$ cat src/rtl/alu_pkg.sv
// Shared widths, flag bit positions and FSM encoding for the ALU arbiter slice.
package alu_pkg;

  localparam int OPW = 3;
  localparam int DW  = 16;
  localparam int RW  = 32;
  localparam int FW  = 5;

  localparam int ZA = 4;
  localparam int ZB = 3;
  localparam int EQ = 2;
  localparam int GT = 1;
  localparam int LT = 0;

  typedef enum logic [1:0] {
    IDLE = 2'd0,
    WAIT = 2'd1,
    RESP = 2'd2
  } state_t;

endpackage

$ cat src/rtl/alu_arbiter_rr.sv
// Combinational round-robin pick: first asserted request above last_grant,
// wrapping to the lowest index when nothing above it is requesting.
module rr_arbiter #(
  parameter int NREQ = 2,
  parameter int IDW  = 1
) (
  input  logic [NREQ-1:0] req,
  input  logic [IDW-1:0]  last_grant,
  output logic [NREQ-1:0] grant,
  output logic [IDW-1:0]  idx
);

  logic [NREQ-1:0] hi_grant, lo_grant;
  logic [IDW-1:0]  hi_idx, lo_idx;
  logic            hi_found, lo_found;

  // Two unrolled scans replace the modulo walk: indices above last_grant win first.
  always_comb begin
    hi_grant = '0;
    lo_grant = '0;
    hi_idx   = '0;
    lo_idx   = '0;
    hi_found = 1'b0;
    lo_found = 1'b0;
    for (int unsigned i = 0; i < NREQ; i++) begin
      if (req[i]) begin
        if (IDW'(i) > last_grant) begin
          if (!hi_found) begin
            hi_found    = 1'b1;
            hi_grant[i] = 1'b1;
            hi_idx      = IDW'(i);
          end
        end else if (!lo_found) begin
          lo_found    = 1'b1;
          lo_grant[i] = 1'b1;
          lo_idx      = IDW'(i);
        end
      end
    end
    grant = hi_found ? hi_grant : lo_grant;
    idx   = hi_found ? hi_idx   : lo_idx;
  end

endmodule

$ cat src/rtl/alu_arbiter.sv
// Shares one combinational ALU between NREQ requesters: round-robin grant,
// registered operand launch, capture after ALU_LAT cycles, valid/ready response.
module alu_arbiter
  import alu_pkg::*;
#(
  parameter int NREQ    = 2,
  parameter int IDW     = 1,
  parameter int ALU_LAT = 1
) (
  input  logic                clk,
  input  logic                rst,
  input  logic [NREQ-1:0]     req_valid,
  output logic [NREQ-1:0]     req_ready,
  input  logic [16*NREQ-1:0]  req_a,
  input  logic [16*NREQ-1:0]  req_b,
  input  logic [3*NREQ-1:0]   req_opcode,
  input  logic [NREQ-1:0]     req_mode,
  output logic [15:0]         alu_a,
  output logic [15:0]         alu_b,
  output logic [2:0]          alu_opcode,
  output logic                alu_mode,
  input  logic [31:0]         alu_out,
  input  logic [4:0]          alu_flags,
  output logic                resp_valid,
  input  logic                resp_ready,
  output logic [IDW-1:0]      resp_id,
  output logic [31:0]         resp_result,
  output logic [4:0]          resp_flags,
  output logic                busy
);

  state_t          state, state_next;
  logic [NREQ-1:0] grant;
  logic [IDW-1:0]  win_idx;
  logic [IDW-1:0]  last_grant;
  logic [3:0]      cnt;
  logic [DW-1:0]   sel_a, sel_b;
  logic [OPW-1:0]  sel_op;
  logic            sel_mode;

  rr_arbiter #(
    .NREQ(NREQ),
    .IDW (IDW)
  ) u_rr (
    .req       (req_valid),
    .last_grant(last_grant),
    .grant     (grant),
    .idx       (win_idx)
  );

  always_comb begin
    sel_a    = '0;
    sel_b    = '0;
    sel_op   = '0;
    sel_mode = 1'b0;
    for (int unsigned i = 0; i < NREQ; i++) begin
      if (grant[i]) begin
        sel_a    = req_a[DW*i +: DW];
        sel_b    = req_b[DW*i +: DW];
        sel_op   = req_opcode[OPW*i +: OPW];
        sel_mode = req_mode[i];
      end
    end
  end

  assign req_ready = (state == IDLE && !rst) ? grant : '0;
  assign busy      = (state != IDLE);

  always_comb begin
    state_next = state;
    case (state)
      IDLE:    if (|req_valid) state_next = WAIT;
      WAIT:    if (cnt == '0) state_next = RESP;
      RESP:    if (resp_ready) state_next = IDLE;
      default: state_next = IDLE;
    endcase
  end

  always_ff @(posedge clk or posedge rst) begin
    if (rst) state <= IDLE;
    else     state <= state_next;
  end

  always_ff @(posedge clk or posedge rst) begin
    if (rst) begin
      last_grant  <= IDW'(NREQ - 1);
      cnt         <= '0;
      alu_a       <= '0;
      alu_b       <= '0;
      alu_opcode  <= '0;
      alu_mode    <= 1'b0;
      resp_valid  <= 1'b0;
      resp_id     <= '0;
      resp_result <= '0;
      resp_flags  <= '0;
    end else begin
      case (state)
        IDLE: begin
          if (|req_valid) begin
            alu_a      <= sel_a;
            alu_b      <= sel_b;
            alu_opcode <= sel_op;
            alu_mode   <= sel_mode;
            resp_id    <= win_idx;
            last_grant <= win_idx;
            cnt        <= 4'(ALU_LAT - 1);
          end
        end
        WAIT: begin
          if (cnt != '0) begin
            cnt <= cnt - 4'd1;
          end else begin
            resp_result <= alu_out;
            resp_flags  <= alu_flags;
            resp_valid  <= 1'b1;
          end
        end
        RESP: begin
          if (resp_ready) resp_valid <= 1'b0;
        end
        default: ;
      endcase
    end
  end

endmodule

$ cat config.mk
export PLATFORM = sky130hd
export DESIGN_NAME = alu_arbiter
export DESIGN_NICKNAME = d
export VERILOG_FILES = /design/src/rtl/alu_pkg.sv /design/src/rtl/alu_arbiter_rr.sv /design/src/rtl/alu_arbiter.sv
export SDC_FILE = /design/constraint.sdc
export NUM_CORES = 1
export LEC_CHECK = 0
export ABC_CLOCK_PERIOD_IN_PS = 3500
export BUFFER_PORTS_ARGS = -buffer_cell sky130_fd_sc_hd__buf_2
export CORE_MARGIN = 2
export CORE_UTILIZATION = 45
export CTS_CLUSTER_DIAMETER = 200
export DETAILED_ROUTE_END_ITERATION = 8
export PLACE_DENSITY = 0.79
export SETUP_SLACK_MARGIN = 0.4
export SYNTH_ARGS = -nofsm -noshare
export SYNTH_HDL_FRONTEND = slang
export SYNTH_HIERARCHICAL = 1
export SYNTH_SLANG_ARGS = --single-unit
$ cat constraint.sdc
create_clock -name clk -period 3.5 [get_ports clk]
set_clock_uncertainty 0.2 [all_clocks]
set_input_delay 0.175 -clock clk [delete_from_list [all_inputs] [get_ports clk]]
set_output_delay 0.175 -clock clk [all_outputs]
set_load 0.1 [all_outputs]
==> flow_summary.ini <==
[run_status]
status = completed

[timing]
tns_ns = 0
report.final.setup_viol = 0
final-hold-violation-count = 0
max_freq_ghz = 0.380
relSlewSlack = 0.364
period_needed_ns = 2.63
rsz0062_at_grt = no
tightest_slew_ns = 0.950
fin_crit_sh = 0.752
slew_violations = 0
hold_ws_ns = 0.0164

[finish]
finalNonFillerCells = 652
n_antenna_cell = 0
area.growth.synth_to_final_pct = 58.7
drive_above_1_share = 0.539
finish.net_count = 658
stdcell_area_um2 = 5920

[logic_synthesis]
synth_area_um2 = 3730
synth_top_family_by_area = multiplexers
synth_compound_area_frac = 0.101
synthArstFlopShare = 1.00
synth-xor-area-share = 0
synth_area_leaders = dfrtp_1 54%, mux2_2 14%, mux2_4 11%, a22o_1 8.0%, buf_6 1.2%
synth-adder-area-share = 0.00671
synth-seq-cells = 82
yosysTopAreaCell = dfrtp_1
avgSynthCellArea_um2 = 14.5
synth.distinct_cells = 34
ys_seq_area_frac = 0.551
syn-instance-count = 257
synth_top_area_share = 0.544
synth.most_common_cell = dfrtp_1
synth_warnings = 6
synth.area.mux_share = 0.257
yosys.area_share.simple = 0.0403
yosys_most_used_dff = dfrtp_1
synth_nets = 373
synth.top_cells.by_count = 81 x dfrtp_1, 47 x mux2_2, 34 x a22o_1
synth_edf_count = 0

[setup_path]
end_kind = flop
arrival_ns = 2.71
path_max_fanout = 34
crit_required_ns = 3.58
worstSetupPathType = reg -> reg
r2r_setup_slack_ns = 0.87
startpoint_type = flop

[cts]
numClockSinks = 82
clk_latency_ns = 0.33
cts_made_buffers = 9
root_buffer = clkbuf_8
cts_max_level = 3
post_cts_buffers = 0
ctsHoldBuffers = 97
clock_path_buffers = 2
ctsResizeCount = 0
cts_tree = built
clk_pin_slew_worst_paths_ns = 0.09

[detailed_routing]
drc = 0
drt-vias-per-instance = 4.90
vias = 3192
drt_iter0_drc = 38
first_pass_iters = 4
wirelength_mm = 10.3
wire_per_inst_um = 15.8
ant_nets = 0

[grt]
grt_pass1_vias = 3337
globalRoute.totalOverflow = 0
antenna_found_initial = 0
grt_max_degree = 50
grt_usage = 0.231
grt_pass1_wl_mm = 16.0

[floorplan]
rows = 33
die_w_um = 95.0
io_pins = 192
die_area_um2 = 9030
die_height_um = 95.0
start_util = 0.458
core_um2 = 8130

[placed_design]
hpwl_mm = 6.03
dpl_cell_area_um2 = 4730
port_buffers = 191
dp.cells = 539
gp_congestion = 0.806

[worst_hold_path]
hold_path.class = in -> reg

[job]
drv_cap = 0
==> flip-flops by register name, summed over array words and instances (netlist names) <==
signal,count
alu_a,16
alu_b,16
alu_mode,1
alu_opcode,3
cnt,4
last_grant,1
resp_flags,5
resp_id,1
resp_result,32
resp_valid,1
state,2
==> path summary, 6_finish.rpt <==
path                            startpoint        endpoint  depth (start not counted)
min in group asynchronous              rst  resp_result[2]                          3
worst min-delay path             req_a[14]       alu_a[14]                          3
worst min register to register    alu_b[3]        alu_b[3]                          1
worst max-delay path            last_grant        alu_a[5]                          7
worst max register to register  last_grant        alu_a[5]                          7
max in group asynchronous              rst       alu_b[13]                          4
==> final cells by class <==
type	instances	area, um2
fillers	544	2220
flip-flops and latches	82	2050
repair buffers	292	1970
multi-input cells	151	1530
clock buffers	11	151
well taps	105	131
clock inverters	5	61.3
inverters	6	23.8
==> through the flow <==
stage | setup slack [ns] | utilization
2_1_floorplan | 1.02 | -
3_3_place_gp | 1.22 | 0.582
3_5_place_dp | 1.14 | 0.582
4_1_cts | 0.845 | 0.727
5_1_grt | 0.755 | 0.727
6_report | 0.869 | 0.727
==> metal layers <==
layer / track usage / routed length, um / up-vias
met5: 0 / 0 / -
met2: 0.425 / 5400 / 153
met3: 0.0514 / 771 / 18
met4: 0.0797 / 176 / 0
met1: 0.264 / 3970 / 1527
li1: - / - / 1494
==> cells by family after synthesis <==
| kind of cell | after synthesis |
|---|---|
| flip-flops | 82 |
| multiplexers | 76 |
| AO/OA/AOI/OAI | 47 |
| AND/OR/NAND/NOR | 26 |
| buffers and inverters | 24 |
| adder cells (fa/ha/maj) | 2 |
==> cells in the final DEF, fill, tap and decap left out, types with 3 or more instances in the layout <==
master         synthesis  routed
a22o_1                34      34
buf_2                  4     191
buf_4                  2       3
clkbuf_8               0      11
dfrtp_1               81      81
dlygate4sd3_1          0      97
inv_1                  6       5
mux2_2                47      47
mux2_4                28      28
nand2_1                7       6
nor2_1                 3       3
nor3_1                 3       3
o21ai_0                7       7
==> critical path, stage by stage, from the launching register on <==
cell	delay [ns]
dfstp_2	0.57
inv_1	0.04
a21boi_1	0.31
nor2b_2	0.20
buf_4	0.34
a22o_1	0.20
dlygate4sd3_1	0.56
mux2_4	0.15
Power is not shown: default switching activity piles up to over one toggle a cycle in this logic, so the estimate is an artifact.
